==> src/rtl/par_to_ser_stream.sv <==
// par_to_ser_stream: parallel-to-serial converter with an N-lane input word.
// It takes a per-word lane count and emits the valid lanes one per cycle.
// Both ports use a valid/ready handshake. The lane order is selectable, and
// the final beat of each word is marked with last_out.
module par_to_ser_stream #(
    parameter int DATA_WIDTH = 32,
    parameter int N          = 4,
    parameter int REVERSE    = 0,
    parameter int CW         = $clog2(N + 1)
) (
    input  logic                  clk,
    input  logic                  rst,
    input  logic                  valid_in,
    output logic                  ready_in,
    input  logic [DATA_WIDTH-1:0] data_in [0:N-1],
    input  logic [CW-1:0]         count_in,
    output logic [DATA_WIDTH-1:0] data_out,
    output logic                  valid_out,
    input  logic                  ready_out,
    output logic                  last_out,
    output logic [CW-1:0]         index_out
);

    // Width of a physical lane index (at least one bit so N=1 still works).
    localparam int IW = (N > 1) ? $clog2(N) : 1;

    typedef enum logic [0:0] {
        IDLE  = 1'b0,
        SHIFT = 1'b1
    } state_t;

    state_t                state_r;
    logic [DATA_WIDTH-1:0] lanes_r [0:N-1];
    logic [CW-1:0]         count_r;

    logic [CW-1:0]         count_clamp_s;
    logic [CW-1:0]         next_idx_s;
    logic                  accept_s;
    logic                  load_s;
    logic                  beat_done_s;

    // Map an emission-order beat number to the physical lane it presents.
    function automatic logic [IW-1:0] lane_sel(input logic [CW-1:0] beat);
        logic [CW-1:0] lane;
        if (REVERSE != 0) begin
            lane = CW'(N - 1) - beat;
        end else begin
            lane = beat;
        end
        return lane[IW-1:0];
    endfunction

    // A new word can enter when idle, or when the final beat leaves this cycle.
    assign ready_in    = !rst && ((state_r == IDLE) ||
                                  ((state_r == SHIFT) && ready_out && last_out));
    assign accept_s    = valid_in && ready_in;
    assign beat_done_s = valid_out && ready_out;
    // A zero-count word is accepted but never loaded, so it simply vanishes.
    assign load_s      = accept_s && (count_clamp_s != {CW{1'b0}});
    assign next_idx_s  = index_out + CW'(1);

    // Clamp the requested lane count to the number of physical lanes.
    always_comb begin
        count_clamp_s = count_in;
        if (count_in > CW'(N)) begin
            count_clamp_s = CW'(N);
        end else begin
            count_clamp_s = count_in;
        end
    end

    // Control FSM with registered beat outputs; a word loads from IDLE or on its predecessor's last beat.
    always_ff @(posedge clk or posedge rst) begin
        if (rst) begin
            state_r   <= IDLE;
            valid_out <= 1'b0;
            last_out  <= 1'b0;
            index_out <= {CW{1'b0}};
            data_out  <= {DATA_WIDTH{1'b0}};
            count_r   <= {CW{1'b0}};
            for (int i = 0; i < N; i++) begin
                lanes_r[i] <= {DATA_WIDTH{1'b0}};
            end
        end else if (load_s) begin
            for (int i = 0; i < N; i++) begin
                lanes_r[i] <= data_in[i];
            end
            state_r   <= SHIFT;
            count_r   <= count_clamp_s;
            index_out <= {CW{1'b0}};
            data_out  <= data_in[lane_sel({CW{1'b0}})];
            last_out  <= (count_clamp_s == CW'(1));
            valid_out <= 1'b1;
        end else begin
            case (state_r)
                IDLE: begin
                    valid_out <= 1'b0;
                    last_out  <= 1'b0;
                end
                SHIFT: begin
                    if (beat_done_s && !last_out) begin
                        index_out <= next_idx_s;
                        data_out  <= lanes_r[lane_sel(next_idx_s)];
                        last_out  <= (next_idx_s == (count_r - CW'(1)));
                    end else if (beat_done_s) begin
                        state_r   <= IDLE;
                        valid_out <= 1'b0;
                        last_out  <= 1'b0;
                        index_out <= {CW{1'b0}};
                        data_out  <= {DATA_WIDTH{1'b0}};
                    end
                end
                default: begin
                    state_r   <= IDLE;
                    valid_out <= 1'b0;
                    last_out  <= 1'b0;
                    index_out <= {CW{1'b0}};
                    data_out  <= {DATA_WIDTH{1'b0}};
                end
            endcase
        end
    end

endmodule

==> config.mk <==
export PLATFORM = sky130hd
export DESIGN_NAME = par_to_ser_stream
export DESIGN_NICKNAME = d
export VERILOG_FILES = /design/src/rtl/par_to_ser_stream.sv
export SDC_FILE = /design/constraint.sdc
export NUM_CORES = 1
export LEC_CHECK = 0
export CAP_MARGIN = 20
export CORE_UTILIZATION = 53
export CTS_CLUSTER_SIZE = 28
export DETAILED_ROUTE_END_ITERATION = 6
export DONT_BUFFER_PORTS = 1
export PLACE_DENSITY = 0.68
export SETUP_SLACK_MARGIN = 0.15
export SYNTH_ARGS = -nofsm -noshare
export SYNTH_HDL_FRONTEND = slang
export SYNTH_SLANG_ARGS = --single-unit
==> constraint.sdc <==
create_clock -name clk -period 6.3 [get_ports clk]
set_input_delay 0.63 -clock clk [delete_from_list [all_inputs] [get_ports clk]]
set_output_delay 0.63 -clock clk [all_outputs]
set_load 0.05 [all_outputs]
After elaboration in Yosys (flattened, before gate mapping)
Index checks and enable logic that the tools add are counted.
Storage, ports and cells
  memory bits (read-only): 0
  memory bits (writable): 0
  input port bits: 135
  memories: 0
  latch bits: 0
  register bits: 169
  output and inout bits: 38
Cells by class
  reduce and logical (&&, ||, !) cells: 15
  add/sub/neg operators: 2
  equal/unequal tests: 5
  div/mod/pow operators: 0
  multiply operators: 0
  order comparisons: 2
  shift operators: 0
  bitwise logic cells: 2
  muxes and demuxes: 26
Operators with widths (count)
  $mux W32: 6
  $bmux W32 S2: 1
  $mux W3: 5
  $mux W1: 9
  $logic_and A1 B1 Y1: 7
  $mux W2: 3
  $reduce_bool A3 Y1: 2
  $ne A4 B1 Y1 const B: 1
  $pmux W1 S2: 2
  $reduce_and A2 Y1: 2
  $add A3 B1 Y3 const B: 1
  $eq A3 B1 Y1 const B: 1
  $eq A3 B3 Y1: 1
  $ge A3 B3 Y1 const B: 1
  $gt A3 B3 Y1 const B: 1
  $ne A3 B1 Y1 const B: 1
  $ne A3 B3 Y1 const B: 1
  $not A2 Y3: 1
  $sub A3 B1 Y3 const B: 1
  $logic_not A1 Y1: 2
  $reduce_bool A2 Y1: 1
  $logic_or A1 B1 Y1: 1
  $not A1 Y1: 1

Depth between registers and ports, before layout
Gate-level depths: netlist (run 1).
  depth in word-level cells: 14
  mapped depth: 7
  gate-level depth less buffers: 6

Worst setup path after synthesis (run 1)
OpenSTA, ideal clock, no wires.
  path type: register to register
  from: reg index_out[0]
  to: reg data_out[16]
  cell stages (with the launch flop): 7
  period minus slack after synthesis: 2.291 ns
  arrival time: 2.173 ns
  path buffers: 2
  setup time: 0.118 ns
  path slack: 4.009 ns
  cells stage by stage: dfrtp_1 -> ha_1 -> clkbuf_1 -> clkbuf_1 -> mux4_2 -> a22o_1 -> a21o_1
Between the ends
  word-level cells in the longest chain between the ends: 11
RTL lines
  from (decl): RTL line 21  | output logic [CW-1:0] index_out
  from (signal assigned): RTL line 78  | index_out <= {CW{1'b0}};
  from (signal assigned): RTL line 90  | index_out <= {CW{1'b0}};
  from (signal assigned): RTL line 102  | index_out <= next_idx_s;
  $add A3 B1 Y3: RTL line 60  | assign next_idx_s = index_out + CW'(1);
  $mux W2: RTL line 101  | if (beat_done_s && !last_out) begin
  $mux W2: RTL line 95  | case (state_r)
  $mux W2: RTL line 84  | end else if (load_s) begin
  $not A2 Y3 (implied by the code): RTL line 103  | data_out <= lanes_r[lane_sel(next_idx_s)];
  $bmux W32 S2: RTL line 103
  $mux W32 (implied by the code) (2 in series): RTL line 103
  $mux W32: RTL line 101
  $mux W32: RTL line 95
  $mux W32: RTL line 84
  to (signal assigned): RTL line 91  | data_out <= data_in[lane_sel({CW{1'b0}})];
  to (signal assigned): RTL line 103
  to (signal assigned): RTL line 110  | data_out <= {DATA_WIDTH{1'b0}};
  to (decl): RTL line 17  | output logic [DATA_WIDTH-1:0] data_out,
No other way between the ends. The select of a mux whose other input is x is not followed.
A chain may end at the register's enable or synchronous reset.

Final worst setup path (run 1)
  from: reg last_out
  to: reg data_out[12]
Between the ends
  word-level cells in the longest chain between the ends: 7
  elaborated cells between the ends (all ways): 13
RTL lines
  from (decl): RTL line 20  | output logic last_out,
  from (signal assigned): RTL line 92  | last_out <= (count_clamp_s == CW'(1));
  from (signal assigned): RTL line 104  | last_out <= (next_idx_s == (count_r - CW'(1)));
  $logic_and A1 B1 Y1: RTL line 55  | ((state_r == SHIFT) && ready_out && last_out));
  $logic_or A1 B1 Y1: RTL line 54  | assign ready_in = !rst && ((state_r == IDLE) ||
  $logic_and A1 B1 Y1: RTL line 54
  $logic_and A1 B1 Y1: RTL line 56  | assign accept_s = valid_in && ready_in;
  $logic_and A1 B1 Y1: RTL line 59  | assign load_s = accept_s && (count_clamp_s != {CW{1'b0}});
  $reduce_bool A3 Y1 (no line) / $reduce_bool A2 Y1 (equally long branches)
  $reduce_and A2 Y1 (no line)
  to (signal assigned): RTL line 79  | data_out <= {DATA_WIDTH{1'b0}};
  to (signal assigned): RTL line 91
  to (signal assigned): RTL line 103
Several ways; a longest one is shown, not always the timed one. The select of a mux whose other input is x is not followed.

==> flow_summary.json, run 1 <==
{
  "multi_input_area_mm2": 0.00298,
  "yosysSeqAreaShare": 0.570,
  "grt_max_degree": 120,
  "io_buffers": 0,
  "synth.most_common_cell": "nand2_1",
  "cp.required_ns": 6.65,
  "rsz0062_at_grt": "false",
  "start_util": 0.552,
  "overflow": 0,
  "drive_gt1_frac": 0.101,
  "place_hpwl_um": 10000,
  "die_height_um": 120,
  "detail_route.wl_per_cell_um": 17.3,
  "synth_top_cell_by_area": "dfrtp_1",
  "grt_pass1_vias": 5146,
  "gp_congestion": 0.757,
  "synth.area.top_cells": "dfrtp_1 57%, nand2_1 20%, mux4_2 9.7%",
  "cp-end-kind": "flop",
  "post_cts_buffers": 0,
  "path_clk_slew_ns": 0.06,
  "r2r_start": "last_out",
  "design.core.area_mm2": 0.0135,
  "syn_nets": 880,
  "synth_common_cells": "393 x nand2_1, 169 x dfrtp_1, 33 x a22o_1",
  "arrival_ns": 3.23,
  "synth.cell_area_mm2": 0.00742,
  "cts_tree": "built",
  "drt_pre_antenna_iters": 4,
  "io_pins": 173,
  "postSynthAreaPerCell_um2": 9.99,
  "fillers": 1158,
  "ys_types": 31,
  "max_freq_ghz": 0.348,
  "antenna_found_initial": 0,
  "grt_pass1_wl_um": 25800,
  "powerDensity_mw_per_mm2": 554,
  "antenna_cells": 0,
  "place_area_mm2": 0.00749,
  "ctsHoldBuffers": 0,
  "grt_usage": 0.233,
  "cp-startpoint": "last_out",
  "worstPathMaxFanout": 38,
  "clock_skew_ns": 0.00935,
  "synth_top_cell_area_share": 0.570,
  "areaGrowthSynthToFinish_pct": 8.97,
  "finish.instance_area_mm2": 0.00809,
  "yosys_warnings": 0,
  "drv_cap": 0,
  "p_leak_nw": 4.21,
  "vias": 5069,
  "hold_class": "primary input to asynchronous set/reset pin",
  "ys_ff_latch": 169,
  "clkLatencyLatePin_ns": 0.42,
  "nets": 857,
  "worst_pin_slew_ns": 0.985,
  "start_kind": "flop",
  "numCtsBuffers": 17,
  "finalHoldViolCount": 0,
  "drtIter0Drc": 364,
  "maxSlewHeadroom": 0.342,
  "routed_wl_um": 15700,
  "setup_viol": 0,
  "drc_errors": 0,
  "die_w_um": 120,
  "cts_root_buf": "clkbuf_16",
  "synth_edf_count": 0,
  "p_total_mw": 4.48,
  "synthFlopType": "dfrtp_1",
  "ctsResizeCount": 0,
  "ant_nets": 0,
  "finalCriticalPeriod_ns": 2.87,
  "syn_inst": 743,
  "outcome": "completed",
  "num_rows": 42,
  "path_class": "flop to flop",
  "clockBufferDepth": 2,
  "vias_per_cell": 5.58,
  "die_area_mm2": 0.0145,
  "max-vdd-ir-drop_mv": 0.228,
  "register_area_mm2": 0.00423,
  "cts.sinks": 169,
  "fin_crit_sh": 0.456,
  "tns_ns": 0,
  "postSynth.asyncResetShare": 1.00,
  "slew_viol_final": 0,
  "htreeDepth": 4
}
-- cell usage in the layout, fill, tap and decap left out, drive strengths merged, types with 2 or more instances in the layout --
| cell type | count |
|---|---|
| ha | 2 |
| inv | 3 |
| nor2 | 4 |
| clkinv | 6 |
| xor2 | 2 |
| o21ai | 2 |
| buf | 6 |
| nand2 | 393 |
| nor3 | 3 |
| nand3b | 2 |
| mux4 | 32 |
| a22o | 33 |
| nand3 | 2 |
| clkbuf | 21 |
| xnor2 | 3 |
| bufinv | 2 |
| a21o | 32 |
| dfrtp | 169 |
| a21oi | 2 |
| clkinvlp | 3 |
-- path summary, 6_finish.rpt --
path                            slack (ns)  depth (start not counted)            to
max in group asynchronous             4.63                          2  lanes_r[126]
worst min register to register        0.47                          2   lanes_r[15]
worst max register to register        3.43                          5  data_out[12]
worst max-delay path                  3.43                          5  data_out[12]
worst min-delay path                  0.24                          1   data_out[0]
min in group clk                      0.31                          2   lanes_r[89]
-- metal layers --
metal | GRT usage | wire length (µm) | part of all wire
met4 | 0.0849 | 206 | 0.013
met5 | 0 | 0 | 0
met2 | 0.384 | 7800 | 0.50
met1 | 0.291 | 6600 | 0.42
met3 | 0.0703 | 1070 | 0.068
-- area by class of cell --
| type | instances | area share |
|---|---|---|
| Clock buffer | 21 | 0.0557 |
| Clock inverter | 11 | 0.0153 |
| Inverter | 3 | 0.00201 |
| Multi-Input combinational cell | 523 | 0.368 |
| Sequential cell | 169 | 0.523 |
| Tap cell | 176 | 0.0272 |
| Timing Repair Buffer | 6 | 0.00804 |
-- where the power goes --
part / switching, mW / leakage (nW) / internal, mW / total (mW)
logic: 0.559 / 1.82 / 0.631 / 1.19
registers: 0.706 / 2.11 / 1.57 / 2.28
clock network: 0.420 / 0.273 / 0.594 / 1.01
total: 1.68 / 4.21 / 2.80 / 4.48
-- state kept, by name, summed over array words and instances (netlist names) --
| register | cells |
|---|---|
| count_r | 3 |
| last_out | 1 |
| state_r | 1 |
| lanes_r | 128 |
| index_out | 3 |
| data_out | 32 |
| valid_out | 1 |
-- cell families after synthesis --
kind of cell             Yosys count  synth area share
buffers and inverters             51            0.0317
flip-flops                       169             0.570
XOR/XNOR                           5           0.00590
multiplexers                      33            0.0984
adder cells (fa/ha/maj)            2           0.00337
AO/OA/AOI/OAI                     73            0.0787
AND/OR/NAND/NOR                  410             0.212
-- critical path, cell delays in order (launching register included) --
cell and delay (ns):
dfrtp_1 0.67, a21boi_2 0.45, or3_4 0.45, and2_1 0.67
buf_4 0.39, a21o_1 0.16
-- stage by stage --
stage / utilization / instances / hold slack [ns] / setup WS [ns]
2_1_floorplan: - / 743 / 0.440 / 1.09
3_3_place_gp: 0.556 / 876 / 0.451 / 3.38
3_5_place_dp: 0.556 / 876 / 0.458 / 3.38
4_1_cts: 0.599 / 908 / 0.301 / 3.37
5_1_grt: 0.601 / 909 / 0.296 / 3.23
6_report: 0.601 / 909 / 0.239 / 3.43
Note: power is estimated with default switching activity, not from simulation.
==> run 2: changes to the inputs <==
--- a/config.mk
+++ b/config.mk
@@ -10,7 +10,7 @@
 export CTS_CLUSTER_SIZE = 28
 export DETAILED_ROUTE_END_ITERATION = 6
 export DONT_BUFFER_PORTS = 1
-export PLACE_DENSITY = 0.68
+export PLACE_DENSITY = 0.71
 export SETUP_SLACK_MARGIN = 0.15
 export SYNTH_ARGS = -nofsm -noshare
 export SYNTH_HDL_FRONTEND = slang
==> constraint.sdc (replaced) <==
create_clock -name clk -period 2.6 [get_ports clk]
set_input_delay 0.26 -clock clk [delete_from_list [all_inputs] [get_ports clk]]
set_output_delay 0.26 -clock clk [all_outputs]
set_load 0.05 [all_outputs]
==> run 2 against run 1 <==
Effect of this change:
- flip-flop and latch count did not move
- non-clock buffer count rose by 139
- routed wire length rose by 16%
- global-route usage rose by 3.5 points
- maximum frequency rose by 38%
- clock skew fell by 0.0015 ns
- register-to-register slack got worse by 2.9 ns
- setup slack got worse by 2.9 ns
- final cell count rose by 15%
- design area rose by 18%
- clock power rose to 2.5 times the previous value
==> flow_summary.json, run 2 (same netlist as run 1, synthesis figures left out) <==
{
  "cts_tree": "built",
  "worst_pin_slew_ns": 0.840,
  "finalCriticalPeriod_ns": 2.08,
  "path_class": "flop to flop",
  "antenna_found_initial": 0,
  "p_total_mw": 11.3,
  "r2r_setup_slack_ns": 0.52,
  "clockBufferDepth": 2,
  "die_w_um": 120,
  "die_height_um": 120,
  "use_met3": 0.0656,
  "min_from": "count_in[2]",
  "fillers": 957,
  "register_area_mm2": 0.00423,
  "cts_root_buf": "clkbuf_16",
  "crit_chain": "ha_2, buf_12, mux4_2, a22o_1, a21o_1",
  "largest_reg_flops": 128,
  "start_kind": "flop",
  "clkLatencyLatePin_ns": 0.42,
  "finalHoldViolCount": 0,
  "max_stage_delay_ns": 0.52,
  "overflow": 0,
  "numCtsBuffers": 17,
  "cp-end-kind": "flop",
  "outcome": "completed",
  "maxSlewHeadroom": 0.440,
  "htreeDepth": 4,
  "worstPathMaxFanout": 24,
  "grtUsageMet1": 0.329,
  "drc_errors": 0,
  "slew_viol_final": 0,
  "grt_use_met2": 0.453,
  "areaGrowthSynthToFinish_pct": 28.6,
  "critPathSlowestCell": "ha_2",
  "arrival_ns": 2.39,
  "final_common_cell": "nand2_1",
  "drt_pre_antenna_iters": 5,
  "max_freq_ghz": 0.481,
  "regMostFlops": "lanes_r",
  "fin_crit_sh": 0.800,
  "die_area_mm2": 0.0145,
  "place_worst_setup_slack_ns": 0.510,
  "max-vdd-ir-drop_mv": 0.697,
  "rsz0062_at_grt": "false",
  "setup_viol": 0,
  "holdWs_ns": 0.0110,
  "tns_ns": 0,
  "hold_path_end": "last_out",
  "grt_pass1_vias": 5960,
  "ctsResizeCount": 0,
  "powerDensity_mw_per_mm2": 1190,
  "p_leak_nw": 4.83,
  "detail_route.wl_per_cell_um": 17.5,
  "grt_pass1_wl_um": 29700,
  "post_cts_buffers": 0,
  "design.core.area_mm2": 0.0135,
  "cts.sinks": 169,
  "antenna_cells": 0,
  "num_rows": 42,
  "start_util": 0.552,
  "multi_input_area_mm2": 0.00298,
  "path_clk_slew_ns": 0.06,
  "r2r_start": "index_out[0]",
  "gp_congestion": 0.809,
  "top_regs": "lanes_r x128, data_out x32",
  "vias": 5828,
  "nets": 996,
  "routed_wl_um": 18300,
  "grt.busiest_layer": "met2",
  "final_cell_mix": "393 x nand2_1, 168 x dfrtp_1, 132 x dlygate4sd3_1",
  "hold_depth": 2,
  "worstRegToRegCells": 5,
  "r2r_end": "data_out[30]",
  "ctsHoldBuffers": 132,
  "grt_max_degree": 97,
  "vias_per_cell": 5.57,
  "cp.required_ns": 2.91,
  "place_hpwl_um": 10300,
  "io_pins": 173,
  "setup_ws_ns": 0.521,
  "grt_usage": 0.267,
  "clock_skew_ns": 0.00789,
  "io_buffers": 0,
  "drive_gt1_frac": 0.0943,
  "drv_cap": 0,
  "drtIter0Drc": 523,
  "hold_class": "primary input to flop",
  "ant_nets": 0
}
-- run 2: cell types whose count changed in the layout (fill, tap and decap cells not counted), sizes merged --
cell         previous run  this run
buf                     6        13
bufinv                  2         3
clkinv                  6         5
clkinvlp                3         2
dlygate4sd3             0       132
inv                     3         2
-- run 2: critical path, delay by kind of cell, from the launching register on --
family                   cells  cell delay (ns)
adder cells (fa/ha/maj)      1             0.52
buffers and inverters        1             0.25
flip-flops                   1             0.49
multiplexers                 1             0.33
AO/OA/AOI/OAI                2             0.37
-- run 2: how the worst max path moves through the flow --
stage | start | slack, ns | depth (start not counted) | endpoint
2_1_floorplan | rst | 0.19 | 1 | count_r[0]
3_3_place_gp | index_out[0] | 0.56 | 5 | data_out[31]
3_5_place_dp | index_out[0] | 0.51 | 5 | data_out[21]
4_1_cts | index_out[0] | 0.51 | 5 | data_out[21]
5_1_grt | index_out[0] | 0.46 | 5 | data_out[16]
6_report | index_out[0] | 0.52 | 5 | data_out[30]
-- run 2: cell type report --
class	instances	area share
Sequential cell	169	0.443
Timing Repair Buffer	145	0.158
Multi-Input combinational cell	523	0.312
Clock inverter	9	0.0128
Tap cell	176	0.0231
Clock buffer	21	0.0493
Inverter	3	0.00157
-- run 2: metrics by stage --
| step | cells | util | cell area, µm² |
|---|---|---|---|
| finish | 1046 | 0.710 | 9550 |
| global route | 1046 | 0.710 | 9550 |
| CTS | 1046 | 0.710 | 9550 |
| detailed placement | 884 | 0.567 | 7630 |
| global placement | 884 | 0.567 | 7630 |
| floorplan | 743 | - | 7430 |
-- run 2: power breakdown --
| group | internal [mW] | total, mW | switching (mW) | leakage (nW) |
|---|---|---|---|---|
| clock network | 1.57 | 2.56 | 0.987 | 0.294 |
| logic | 1.75 | 3.48 | 1.72 | 2.43 |
| registers | 3.82 | 5.31 | 1.50 | 2.11 |
-- run 2: metal layers --
| metal | wire, µm | vias to the layer above | share of wire |
|---|---|---|---|
| met5 | 0 | - | 0 |
| met4 | 424 | 0 | 0.023 |
| met1 | 7380 | 2921 | 0.40 |
| li1 | - | 2666 | - |
| met2 | 9380 | 207 | 0.51 |
| met3 | 1100 | 34 | 0.060 |
